File: config.mk
export PLATFORM = sky130hd
export DESIGN_NAME = decode_stage
export DESIGN_NICKNAME = d
export VERILOG_FILES = /design/src/rtl/decode_stage.sv
export SDC_FILE = /design/constraint.sdc
export NUM_CORES = 1
export LEC_CHECK = 0
export ABC_CLOCK_PERIOD_IN_PS = 2100
export CAP_MARGIN = 20
export CORE_MARGIN = 2
export CORE_UTILIZATION = 39
export DETAILED_ROUTE_END_ITERATION = 7
export PLACE_DENSITY = 0.82
export SYNTH_ARGS = -nofsm -noshare
export SYNTH_HDL_FRONTEND = slang
export SYNTH_SLANG_ARGS = --single-unit
File: constraint.sdc
create_clock -name clk -period 2.1 [get_ports clk]
set_input_delay 0.63 -clock clk [delete_from_list [all_inputs] [get_ports clk]]
set_output_delay 0.63 -clock clk [all_outputs]
set_load 0.01 [all_outputs]
File: src/rtl/decode_stage.sv
// RV32I instruction-decode stage: registered decode bundle, operand forwarding selects,
// load-use bubble insertion and flush on PC redirect.
module decode_stage #(
  parameter int unsigned ADDR_W  = 32,
  parameter int unsigned DATA_W  = 32,
  parameter int unsigned STATE_W = 4
) (
  input  logic               clk,
  input  logic               reset,
  input  logic               inValid,
  input  logic [31:0]        inInstr,
  input  logic [ADDR_W-1:0]  inPc,
  output logic               inReady,
  input  logic               stallIn,
  input  logic               flush,
  output logic               outValid,
  output logic [STATE_W-1:0] state,
  output logic [2:0]         func3,
  output logic               func7b5,
  output logic [DATA_W-1:0]  imm,
  output logic [4:0]         rs1,
  output logic [4:0]         rs2,
  output logic [4:0]         rd,
  output logic [ADDR_W-1:0]  pcOut,
  output logic [1:0]         forwardA,
  output logic [1:0]         forwardB,
  output logic               illegal
);

  typedef enum logic [3:0] {
    StIdle            = 4'd0,
    StRegWrite        = 4'd1,
    StMemReadRegWrite = 4'd2,
    StMemWrite        = 4'd3,
    StPcSelectWrite   = 4'd4,
    StPcWrite         = 4'd5,
    StLuiRegWrite     = 4'd6
  } state_e;

  typedef struct packed {
    logic       writes;
    logic [4:0] rd;
    logic       is_load;
  } hist_t;

  typedef struct packed {
    logic               valid;
    logic [STATE_W-1:0] state;
    logic [2:0]         func3;
    logic               func7b5;
    logic [DATA_W-1:0]  imm;
    logic [4:0]         rs1;
    logic [4:0]         rs2;
    logic [4:0]         rd;
    logic [ADDR_W-1:0]  pc;
    logic [1:0]         fwd_a;
    logic [1:0]         fwd_b;
    logic               illegal;
  } out_t;

  out_t  out_q, out_d, dec_bundle;
  hist_t hist1_q, hist1_d, hist2_q, hist2_d;

  state_e      dec_state;
  logic [31:0] dec_imm;
  logic        dec_legal;
  logic        dec_reads_rs1;
  logic        dec_reads_rs2;
  logic        dec_is_load;
  logic        dec_writes;
  logic [4:0]  in_rs1, in_rs2, in_rd;
  logic        hazard;

  assign in_rs1 = inInstr[19:15];
  assign in_rs2 = inInstr[24:20];
  assign in_rd  = inInstr[11:7];

  always_comb begin
    dec_state     = StIdle;
    dec_imm       = '0;
    dec_legal     = 1'b1;
    dec_reads_rs1 = 1'b0;
    dec_reads_rs2 = 1'b0;
    dec_is_load   = 1'b0;
    case (inInstr[6:0])
      7'b0110011: begin
        dec_state     = StRegWrite;
        dec_reads_rs1 = 1'b1;
        dec_reads_rs2 = 1'b1;
      end
      7'b0010011: begin
        dec_state     = StRegWrite;
        dec_imm       = {{20{inInstr[31]}}, inInstr[31:20]};
        dec_reads_rs1 = 1'b1;
      end
      7'b0000011: begin
        dec_state     = StMemReadRegWrite;
        dec_imm       = {{20{inInstr[31]}}, inInstr[31:20]};
        dec_reads_rs1 = 1'b1;
        dec_is_load   = 1'b1;
      end
      7'b0100011: begin
        dec_state     = StMemWrite;
        dec_imm       = {{20{inInstr[31]}}, inInstr[31:25], inInstr[11:7]};
        dec_reads_rs1 = 1'b1;
        dec_reads_rs2 = 1'b1;
      end
      7'b1100011: begin
        dec_state     = StPcSelectWrite;
        dec_imm       = {{19{inInstr[31]}}, inInstr[31], inInstr[7], inInstr[30:25],
                         inInstr[11:8], 1'b0};
        dec_reads_rs1 = 1'b1;
        dec_reads_rs2 = 1'b1;
      end
      7'b1101111: begin
        dec_state = StPcWrite;
        dec_imm   = {{11{inInstr[31]}}, inInstr[31], inInstr[19:12], inInstr[20],
                     inInstr[30:21], 1'b0};
      end
      7'b1100111: begin
        dec_state     = StPcWrite;
        dec_imm       = {{20{inInstr[31]}}, inInstr[31:20]};
        dec_reads_rs1 = 1'b1;
      end
      7'b0110111: begin
        dec_state = StLuiRegWrite;
        dec_imm   = {inInstr[31:12], 12'b0};
      end
      7'b0010111: begin
        dec_state = StRegWrite;
        dec_imm   = {inInstr[31:12], 12'b0};
      end
      default: dec_legal = 1'b0;
    endcase
  end

  assign dec_writes = (dec_state == StRegWrite) || (dec_state == StMemReadRegWrite) ||
                      (dec_state == StPcWrite)  || (dec_state == StLuiRegWrite);

  // hist1 (the instruction now in the output register) wins over hist2
  function automatic logic [1:0] fwd_sel(input logic [4:0] rs, input hist_t h1, input hist_t h2);
    if (rs != 5'd0 && h1.writes && rs == h1.rd) begin
      return 2'b01;
    end else if (rs != 5'd0 && h2.writes && rs == h2.rd) begin
      return 2'b10;
    end
    return 2'b00;
  endfunction

  assign hazard = inValid && hist1_q.is_load && (hist1_q.rd != 5'd0) &&
                  ((dec_reads_rs1 && in_rs1 == hist1_q.rd) ||
                   (dec_reads_rs2 && in_rs2 == hist1_q.rd));

  assign inReady = !stallIn && !hazard && !flush;

  always_comb begin
    dec_bundle         = '0;
    dec_bundle.valid   = 1'b1;
    dec_bundle.state   = STATE_W'(dec_state);
    dec_bundle.func3   = inInstr[14:12];
    dec_bundle.func7b5 = inInstr[30];
    dec_bundle.imm     = DATA_W'(dec_imm);
    dec_bundle.rs1     = in_rs1;
    dec_bundle.rs2     = in_rs2;
    dec_bundle.rd      = in_rd;
    dec_bundle.pc      = inPc;
    dec_bundle.fwd_a   = fwd_sel(in_rs1, hist1_q, hist2_q);
    dec_bundle.fwd_b   = fwd_sel(in_rs2, hist1_q, hist2_q);
    dec_bundle.illegal = !dec_legal;
  end

  always_comb begin
    out_d   = out_q;
    hist1_d = hist1_q;
    hist2_d = hist2_q;
    if (flush) begin
      out_d   = '0;
      hist1_d = '0;
      hist2_d = '0;
    end else if (stallIn) begin
      // held bundle stays, but the illegal pulse must not repeat
      out_d.illegal = 1'b0;
    end else if (inValid && !hazard) begin
      out_d           = dec_bundle;
      hist2_d         = hist1_q;
      hist1_d.writes  = dec_writes;
      hist1_d.rd      = in_rd;
      hist1_d.is_load = dec_is_load;
    end else begin
      out_d   = '0;
      hist2_d = hist1_q;
      hist1_d = '0;
    end
  end

  always_ff @(posedge clk) begin
    if (reset) begin
      out_q   <= '0;
      hist1_q <= '0;
      hist2_q <= '0;
    end else begin
      out_q   <= out_d;
      hist1_q <= hist1_d;
      hist2_q <= hist2_d;
    end
  end

  assign outValid = out_q.valid;
  assign state    = out_q.state;
  assign func3    = out_q.func3;
  assign func7b5  = out_q.func7b5;
  assign imm      = out_q.imm;
  assign rs1      = out_q.rs1;
  assign rs2      = out_q.rs2;
  assign rd       = out_q.rd;
  assign pcOut    = out_q.pc;
  assign forwardA = out_q.fwd_a;
  assign forwardB = out_q.fwd_b;
  assign illegal  = out_q.illegal;

endmodule
## Word level (Yosys, flattened, before mapping)

Index checks and enable logic that the tools add are counted.

| cells by class | value |
|---|---|
| add/sub/neg operators | 0 |
| multiply operators | 0 |
| divide/modulo/power cells | 0 |
| magnitude comparators | 0 |
| equality and inequality tests | 17 |
| shifts and indexed selects | 0 |
| muxes and demuxes | 18 |
| bitwise gates (word level) | 1 |
| reduce and logical (&&, ||, !) cells | 36 |

Operators with widths:

| cell | number |
|---|---|
| $pmux W32 S5 | 1 |
| $mux W93 | 1 |
| $eq A7 B6 Y1 const B | 3 |
| $eq A7 B7 Y1 const B | 3 |
| $eq A5 B5 Y1 | 4 |
| $pmux W3 S6 | 1 |
| $logic_and A1 B1 Y1 | 16 |
| $reduce_bool A5 Y1 | 3 |
| $eq A7 B5 Y1 const B | 2 |
| $mux W2 | 6 |
| $reduce_or A3 Y1 | 3 |
| $reduce_or A9 Y1 | 1 |
| $eq A4 B3 Y1 const B | 2 |
| $mux W1 | 8 |
| $eq A7 B2 Y1 const B | 1 |
| $mux W7 | 1 |
| $reduce_or A2 Y1 | 3 |
| $reduce_or A6 Y1 | 1 |
| $eq A4 B1 Y1 const B | 1 |
| $eq A4 B2 Y1 const B | 1 |
| $logic_not A1 Y1 | 4 |
| $logic_or A1 B1 Y1 | 4 |
| $reduce_or A4 Y1 | 1 |
| $not A1 Y1 | 1 |

| word-level totals | value |
|---|---|
| register bits | 106 |
| bits in latches | 0 |
| memory bits (writable) | 0 |
| bits in read-only memories | 0 |
| input bits | 69 |
| output and inout bits | 94 |
| word-level logic and storage cells | 89 |
| memories kept | 0 |

## Logic depth before layout (Yosys ltp)

Gate-level depths: netlist of run 1.

| logic depth | value |
|---|---|
| depth after elaboration | 10 |
| depth in mapped cells | 8 |
| gate-level depth less buffers | 5 |

## Worst setup path before layout of run 1

Ideal clock, no wire load.

| path | value |
|---|---|
| path type | input port to output port |
| start point | input port inInstr[20] |
| end point | output port inReady |
| arrival time | 1576 ps |
| required time | 1470 ps |
| slack | -106 ps |
| stages | 6 |
| path buffers | 1 |
| cells stage by stage | clkbuf_1 > xnor2_1 > nand3_1 > o22a_1 > nor2_1 > nor3_1 |

| between the ends | value |
|---|---|
| cells in the longest elaborated chain, start to end | 7 |

Ends and longest elaborated chain:

| what | line | text |
|---|---|---|
| start, declared | 11 | `input logic [31:0] inInstr,` |
| $eq A5 B5 Y1 | 152 | `(dec_reads_rs2 && in_rs2 == hist1_q.rd));` |
| $logic_and A1 B1 Y1 | 152 |  |
| $logic_or A1 B1 Y1 | 151 | `((dec_reads_rs1 && in_rs1 == hist1_q.rd) \|\|` |
| $logic_and A1 B1 Y1 | 150 | `assign hazard = inValid && hist1_q.is_load && (hist1_q.rd != 5'd0) &&` |
| $logic_not A1 Y1 | 154 | `assign inReady = !stallIn && !hazard && !flush;` |
| $logic_and A1 B1 Y1 (2 in a row) | 154 |  |
| end, declared | 13 | `output logic inReady,` |

Every way passes these cells.

## Worst setup path after layout of run 1

| path | value |
|---|---|
| start point | input port inInstr[0] |
| end point | output port inReady |

| between the ends | value |
|---|---|
| cells in the longest elaborated chain, start to end | 9 |
| elaborated cells between the ends (all ways) | 17 |
| those cells by class | eq/ne (6); mux (2); reduce/logical (9) |

Ends and longest elaborated chain:

| what | line | text |
|---|---|---|
| $eq A7 B2 Y1 (tied with other cells) | 85 | `case (inInstr[6:0])` |
| $reduce_or A6 Y1 (no source line) / $reduce_or A3 Y1 (equally long branches) | - |  |
| $mux W1 | 85 |  |
| $logic_and A1 B1 Y1, on equally long branches | 151, 152 |  |
| $logic_or A1 B1 Y1 (*) | 151 |  |
| $logic_and A1 B1 Y1 (*) | 150 |  |
| $logic_not A1 Y1 (*) | 154 |  |
| $logic_and A1 B1 Y1 (*) (2 in a row) | 154 |  |

Mark *: on every way between the ends. The rest lies on a longest branch, timed or not.

==> flow_summary.json, run 1 <==
{
  "post_drt_via_cell_ratio": 5.29,
  "first_pass_grt_wire_length_um": 19800,
  "endpoint_kind": "output port",
  "floorplan.die.height_um": 105,
  "synth.top_cells.by_area": "sky130_fd_sc_hd__dfxtp_1, sky130_fd_sc_hd__a22o_1, sky130_fd_sc_hd__nand2_1, sky130_fd_sc_hd__a21oi_1, sky130_fd_sc_hd__o21ai_0",
  "crit_family": "simple AND/OR/NAND/NOR gates",
  "detailedRoute.firstIterationViolations": 144,
  "post_drt_wl_per_cell_um": 16.7,
  "design.portCount": 163,
  "p_clk_share_pct": 37.0,
  "timing.rr.start": "rd[4]$_SDFFE_PP0N_",
  "grtUsageTotal_pct": 22.1,
  "worst-endpoint-arrival_ps": 1820,
  "tritoncts": "done",
  "antenna_found_initial": 1,
  "final_min_period_over_clock_period_pct": 116,
  "timing.fmax_mhz": 409,
  "cts_inserted_buffers": 9,
  "finish.instance_area_um2": 6370,
  "synth_seq_cells": 100,
  "irDropWorstVdd_v": 0.000409,
  "die_span_x_um": 105,
  "final_cells": 740,
  "final_routed_wirelength_across_all_metal_layers_um": 12400,
  "routabilityCongestion": 0.854,
  "synth_edf_count": 0,
  "synth_cells": 411,
  "first_global_vias": 3932,
  "slew_viol_final": 0,
  "finish.net_count": 670,
  "total_of_warnings_raised_by_yosys": 0,
  "holdWs_ps": 444,
  "synth_top_area_share_pct": 50.0,
  "clkSlewWorstSetupHoldPaths_ps": 90,
  "crit_path_top_delay_cell": "sky130_fd_sc_hd__and4bb_2",
  "synth-main-ff-cell": "sky130_fd_sc_hd__dfxtp_1",
  "clock_network_latency_to_the_later_pin_of_the_worst_skew_pair_ps": 370,
  "startpoint_type": "primary input",
  "hold_class": "reg -> reg",
  "leakagePower_nw": 2.44,
  "postSynthNetCount": 480,
  "avgSynthCellArea_um2": 9.74,
  "drcViolationCount": 0,
  "internal_power_mw": 2.87,
  "hold_start": "outValid$_SDFFE_PP0N_",
  "post_synth_instance_area_um2": 4000,
  "postSynth.asyncResetShare_pct": 0,
  "final_hold_viol_count": 0,
  "crit_type": "in -> out",
  "drtAntennaViolNets": 0,
  "timing.critical_path.required_ps": 1470,
  "place_inst": 721,
  "seq_area_frac_synth_pct": 50.0,
  "die_area_um2": 11100,
  "drive_gt1_share_pct": 15.8,
  "core_area_um2": 9860,
  "cell_at_the_root_of_the_clock_tree": "sky130_fd_sc_hd__clkbuf_8",
  "cts_buffer_depth": 2,
  "synth_top_area_cell": "sky130_fd_sc_hd__dfxtp_1",
  "cp_num_buf_inv": 2,
  "crit_chain": "dlygate4sd2_1 > and4bb_2 > nand4_1 > o22a_1 > nor2_2 > nor3_2 > buf_2",
  "violations_in_the_final_reports": "setup timing",
  "worst_path_largest_cell_delay_ps": 290,
  "max_cap_violations": 0,
  "switching_power_mw": 0.934,
  "core.rowCount": 36,
  "power_density_nw_per_um2": 597,
  "route.vias.total": 3911,
  "cts_hold_buf": 0,
  "area_growth_syn_to_layout_pct": 59.1,
  "outcome": "finished, violations left",
  "seq_power_share_pct": 50.8,
  "rsz0062_at_grt": "yes",
  "switching_portion_of_total_power_pct": 24.6,
  "place.port_buffers": 161,
  "drtPass1Iterations": 5,
  "dpl.hpwl_um": 9220,
  "floorplan.initialDensity_pct": 40.6,
  "number_of_unique_standard_cell_types_used_by_synthesis": 49,
  "grt_start_max_net_pins": 37,
  "dpl_cell_area_um2": 6090,
  "crit_path_max_fanout": 3,
  "clock_sinks": 100,
  "fin_ws_ps": -346,
  "finalWorstPathRequiredPeriod_ps": 2450,
  "p_comb_share_pct": 12.2,
  "critPathLaunch": "inInstr[0]",
  "cts_max_level": 3,
  "report.final.setup_viol": 2,
  "grt.overflow.total": 0,
  "timing.clock.skew_ps": 11.6
}
==> worst paths after layout <==
path / slack (ps) / depth (start not counted) / end
max: -350 / 7 / inReady
min: 440 / 2 / outValid$_SDFFE_PP0N_
max reg2reg: 130 / 7 / pcOut[16]$_SDFFE_PP0N_
min reg2reg: 440 / 2 / outValid$_SDFFE_PP0N_
==> logic make-up after synthesis <==
kind of cell	Yosys count	synth area share [%]
flip-flops	100	50.0
multiplexers	8	2.00
AO/OA/AOI/OAI	143	26.7
AND/OR/NAND/NOR	97	11.4
buffers and inverters	42	5.41
XOR/XNOR	20	4.38
other	1	0.0937
==> per-layer routing <==
layer | part of all wire [%] | vias up | GRT usage [%]
li1 | - | 1881 | -
met1 | 41 | 1855 | 26.5
met2 | 49 | 159 | 37.8
met3 | 8.0 | 16 | 7.24
met4 | 1.3 | 0 | 6.29
met5 | 0 | - | 0
==> cells in the mapped netlist (all sizes together) (2+ instances only) <==
master  number
mux2i        8
a22o        52
buf         22
xnor2       12
nor4b        2
nor3         3
o21ai       25
a21oi       27
inv          3
a31oi        2
or4          3
a21o         2
nor2b        2
nand2       48
dfxtp      100
and3         3
nand3        7
o211ai       2
a32o         7
a221oi      11
nor2        18
a22oi        4
o31ai        5
nor4         2
a211oi       2
xor2         8
nor3b        2
clkbuf      17
==> what timing repair did <==
item	in CTS	in global routing
buffers inserted	1	1
pin swaps	10	7
resized for setup	34	9
endpoints found under the setup margin	72	11
==> worst register-to-register path: stages (launching register included) <==
cell	delay [ps]
sky130_fd_sc_hd__dfxtp_2	330
sky130_fd_sc_hd__or4_4	550
sky130_fd_sc_hd__o211ai_4	220
sky130_fd_sc_hd__buf_4	140
sky130_fd_sc_hd__buf_4	110
sky130_fd_sc_hd__o21a_4	190
sky130_fd_sc_hd__buf_12	200
sky130_fd_sc_hd__a22o_1	170
==> power by group through the flow <==
| stage | Combinational [mW] | Sequential (mW) | Clock, mW |
|---|---|---|---|
| 2_1_floorplan | 0.155 | 1.99 | 0 |
| 3_3_place_gp | 0.457 | 1.97 | 0 |
| 3_5_place_dp | 0.467 | 1.98 | 0 |
| 4_1_cts | 0.465 | 1.93 | 1.43 |
| 5_1_grt | 0.498 | 1.94 | 1.52 |
| 6_report | 0.465 | 1.93 | 1.41 |
==> state kept, by name, summed over array words and instances (netlist names) <==
register,count
forwardA,2
forwardB,2
func3,3
func7b5,1
hist1_q,2
hist2_q,6
illegal,1
imm,32
outValid,1
pcOut,32
rd,5
rs1,5
rs2,5
state,3
==> cell type report <==
type	instances	area [µm²]
fill	788	3490
timing repair buffer	218	2100
sequential	100	2010
multi-input combinational	269	1850
tap	133	166
clock buffer	9	124
clock inverter	7	106
inverter	3	11.3
antenna	1	2.50
==> through the flow <==
stage	utilization (%)	worst slack, ps	total power, mW	TNS, ps
floorplan	-	-28.3	2.14	-28.3
finish	64.6	-346	3.80	-351
global route	64.6	-386	3.95	-392
CTS	64.3	-336	3.83	-336
global placement	61.7	-988	2.43	-42040
detailed placement	61.7	-1010	2.44	-46820
==> layout by cell type (no fill, tap or decap), drive strengths merged, types with 3 or more instances in the layout <==
cell | netlist | routed
clkdlybuf4s50 | 0 | 140
dfxtp | 100 | 100
buf | 22 | 58
a22o | 52 | 52
nand2 | 48 | 48
a21oi | 27 | 27
o21ai | 25 | 25
nor2 | 18 | 18
dlygate4sd2 | 0 | 15
xnor2 | 12 | 12
a221oi | 11 | 11
clkbuf | 17 | 11
mux2i | 8 | 8
xor2 | 8 | 8
nand3 | 7 | 7
a32o | 7 | 7
inv | 3 | 6
o31ai | 5 | 5
a22oi | 4 | 4
and3 | 3 | 3
dlymetal6s2s | 0 | 3
or4 | 3 | 3
nor3 | 3 | 3
No activity file was read; power rests on OpenSTA's default activity.
==> run 2: changes to the inputs <==
--- a/config.mk
+++ b/config.mk
@@ -8,9 +8,10 @@
 export ABC_CLOCK_PERIOD_IN_PS = 2100
 export CAP_MARGIN = 20
 export CORE_MARGIN = 2
-export CORE_UTILIZATION = 39
+export CORE_UTILIZATION = 56
 export DETAILED_ROUTE_END_ITERATION = 7
-export PLACE_DENSITY = 0.82
+export DONT_BUFFER_PORTS = 1
+export PLACE_DENSITY = 0.79
 export SYNTH_ARGS = -nofsm -noshare
 export SYNTH_HDL_FRONTEND = slang
 export SYNTH_SLANG_ARGS = --single-unit
==> flow_summary.json, run 2 (synthesis gave the netlist of run 1 again) <==
{
  "core.rowCount": 30,
  "rsz0062_at_grt": "yes",
  "timing.critical_path.required_ps": 1470,
  "crit_path_top_delay_cell": "sky130_fd_sc_hd__dfxtp_1",
  "leakagePower_nw": 1.58,
  "grtUsageTotal_pct": 24.9,
  "seqCellArea_um2": 2000,
  "final_hold_viol_count": 0,
  "final.fill_count": 572,
  "place.port_buffers": 0,
  "hold_class": "in -> reg",
  "number_of_cell_instances_on_the_worst_register_to_register_path": 6,
  "mostFrequentLayoutCell": "sky130_fd_sc_hd__dfxtp_1",
  "crit_family": "simple AND/OR/NAND/NOR gates",
  "max_cap_violations": 0,
  "crit_chain": "buf_4 > xnor2_1 > nand3_1 > o22a_1 > nor2_2 > nor3_2",
  "reg2reg_setup_slack_ps": 70,
  "timing.clock.skew_ps": 13.1,
  "cts_buffer_depth": 2,
  "critPathCapture": "inReady",
  "clock_sinks": 100,
  "place_worst_setup_slack_ps": -45.3,
  "final_routed_wirelength_across_all_metal_layers_um": 10000,
  "antenna_found_initial": 0,
  "irDropWorstVdd_v": 0.000392,
  "crit_path_max_fanout": 5,
  "detailedRoute.firstIterationViolations": 202,
  "finish.net_count": 475,
  "cell_at_the_root_of_the_clock_tree": "sky130_fd_sc_hd__clkbuf_8",
  "critPathLaunch": "rd[2]$_SDFFE_PP0N_",
  "finalWorstPathRequiredPeriod_ps": 2300,
  "first_pass_grt_wire_length_um": 14900,
  "cp_num_buf_inv": 1,
  "first_global_vias": 3029,
  "route.vias.total": 3136,
  "clkSlewWorstSetupHoldPaths_ps": 110,
  "power_density_nw_per_um2": 754,
  "violations_in_the_final_reports": "setup timing",
  "reg2reg_to": "hist1_q[0]$_SDFFE_PP0N_",
  "tritoncts": "done",
  "timing.fmax_mhz": 435,
  "floorplan.die.height_um": 88.6,
  "drive_gt1_share_pct": 12.7,
  "routabilityCongestion": 0.834,
  "drtPass1Iterations": 4,
  "core_area_um2": 6870,
  "worst-endpoint-arrival_ps": 1670,
  "cts_max_level": 3,
  "final_min_period_over_clock_period_pct": 109,
  "endpoint_kind": "output port",
  "clock_network_latency_to_the_later_pin_of_the_worst_skew_pair_ps": 360,
  "post_drt_wl_per_cell_um": 19.8,
  "crit_type": "reg -> out",
  "post_drt_via_cell_ratio": 6.19,
  "design.portCount": 163,
  "outcome": "finished, violations left",
  "timing.rr.start": "rd[3]$_SDFFE_PP0N_",
  "drtAntennaViolNets": 0,
  "multiInputGateArea_um2": 1830,
  "tightest_slew_ps": 780,
  "commonest_cells_after_routing_fill_and_taps_aside": "sky130_fd_sc_hd__dfxtp_1, sky130_fd_sc_hd__a22o_1, sky130_fd_sc_hd__nand2_1",
  "post-route-util_pct": 63.5,
  "num_antenna_cells": 0,
  "die_span_x_um": 88.6,
  "fin_ws_ps": -198,
  "crit_cells": 6,
  "grt_start_max_net_pins": 64,
  "drcViolationCount": 0,
  "fin_total_pwr_mw": 3.29,
  "slew_viol_final": 0,
  "cts_inserted_buffers": 9,
  "dpl.hpwl_um": 6760,
  "report.final.setup_viol": 1,
  "worst_path_largest_cell_delay_ps": 320,
  "floorplan.initialDensity_pct": 58.3,
  "startpoint_type": "register",
  "die_area_um2": 7840,
  "slew-limit-headroom_pct": 47.8,
  "area_growth_syn_to_layout_pct": 8.91,
  "grt.overflow.total": 0
}
run 2: cell count changes in the layout (fill, tap and decap cells not counted), sizes merged:
cell	delta
dlymetal6s2s	-3
clkbuf	-2
clkinv	+1
dlygate4sd2	-15
buf	-36
bufinv	-2
inv	+1
o21a	+1
diode	-1
clkdlybuf4s50	-140
run 2: final cells by class:
class | instances | share of cell area, %
sequential | 100 | 46.0
clock inverter | 7 | 1.55
tap | 96 | 2.75
multi-input combinational | 270 | 42.0
timing repair buffer | 22 | 4.65
inverter | 3 | 0.258
clock buffer | 9 | 2.84
run 2: worst register-to-register path, cell delays in order, from the launching register on:
cell	delay, ps
sky130_fd_sc_hd__dfxtp_1	320
sky130_fd_sc_hd__or4_4	540
sky130_fd_sc_hd__o211ai_4	200
sky130_fd_sc_hd__buf_4	140
sky130_fd_sc_hd__buf_4	130
sky130_fd_sc_hd__o21a_4	390
sky130_fd_sc_hd__a32o_1	260
run 2: power breakdown:
group | internal (mW) | total (mW) | switching, mW
registers | 1.92 | 1.94 | 0.0264
logic | 0.0833 | 0.180 | 0.0969
clock network | 0.462 | 1.16 | 0.702
run 2: timing repair:
action	CTS	global route
hold endpoints to repair	0	0
pin swaps	10	4
setup buffers	1	2
gates cloned	0	1
gates resized for setup	2	4
hold buffers	0	0
setup endpoints to repair	1	60
run 2: routing by layer:
metal,global-route usage (%),vias up,wire length (µm)
met1,28.8,1479,3800
li1,-,1492,-
met3,8.12,10,1080
met5,0,-,0
met4,11.4,0,131
met2,41.9,155,5030
run 2: through the flow:
step,setup TNS [ps],instances,hold slack (ps),cell area (µm²)
6_report,-198,507,384,4360
5_1_grt,-250,507,363,4360
4_1_cts,-392,504,368,4310
3_5_place_dp,-215,487,493,4110
3_3_place_gp,-83.7,487,451,4110
2_1_floorplan,-28.3,411,442,4010
run 2: how the worst min path moves through the flow:
stage / start / cells after the start / endpoint / slack (ps)
finish: inPc[23] / 1 / pcOut[23]$_SDFFE_PP0N_ / 380
CTS: inPc[23] / 1 / pcOut[23]$_SDFFE_PP0N_ / 370
global placement: hist1_q[0]$_SDFFE_PP0N_ / 1 / hist1_q[0]$_SDFFE_PP0N_ / 450
global route: inInstr[20] / 1 / rs2[0]$_SDFFE_PP0N_ / 360
floorplan: hist1_q[0]$_SDFFE_PP0N_ / 1 / hist1_q[0]$_SDFFE_PP0N_ / 440
detailed placement: imm[17]$_SDFFE_PP0N_ / 2 / imm[17]$_SDFFE_PP0N_ / 490
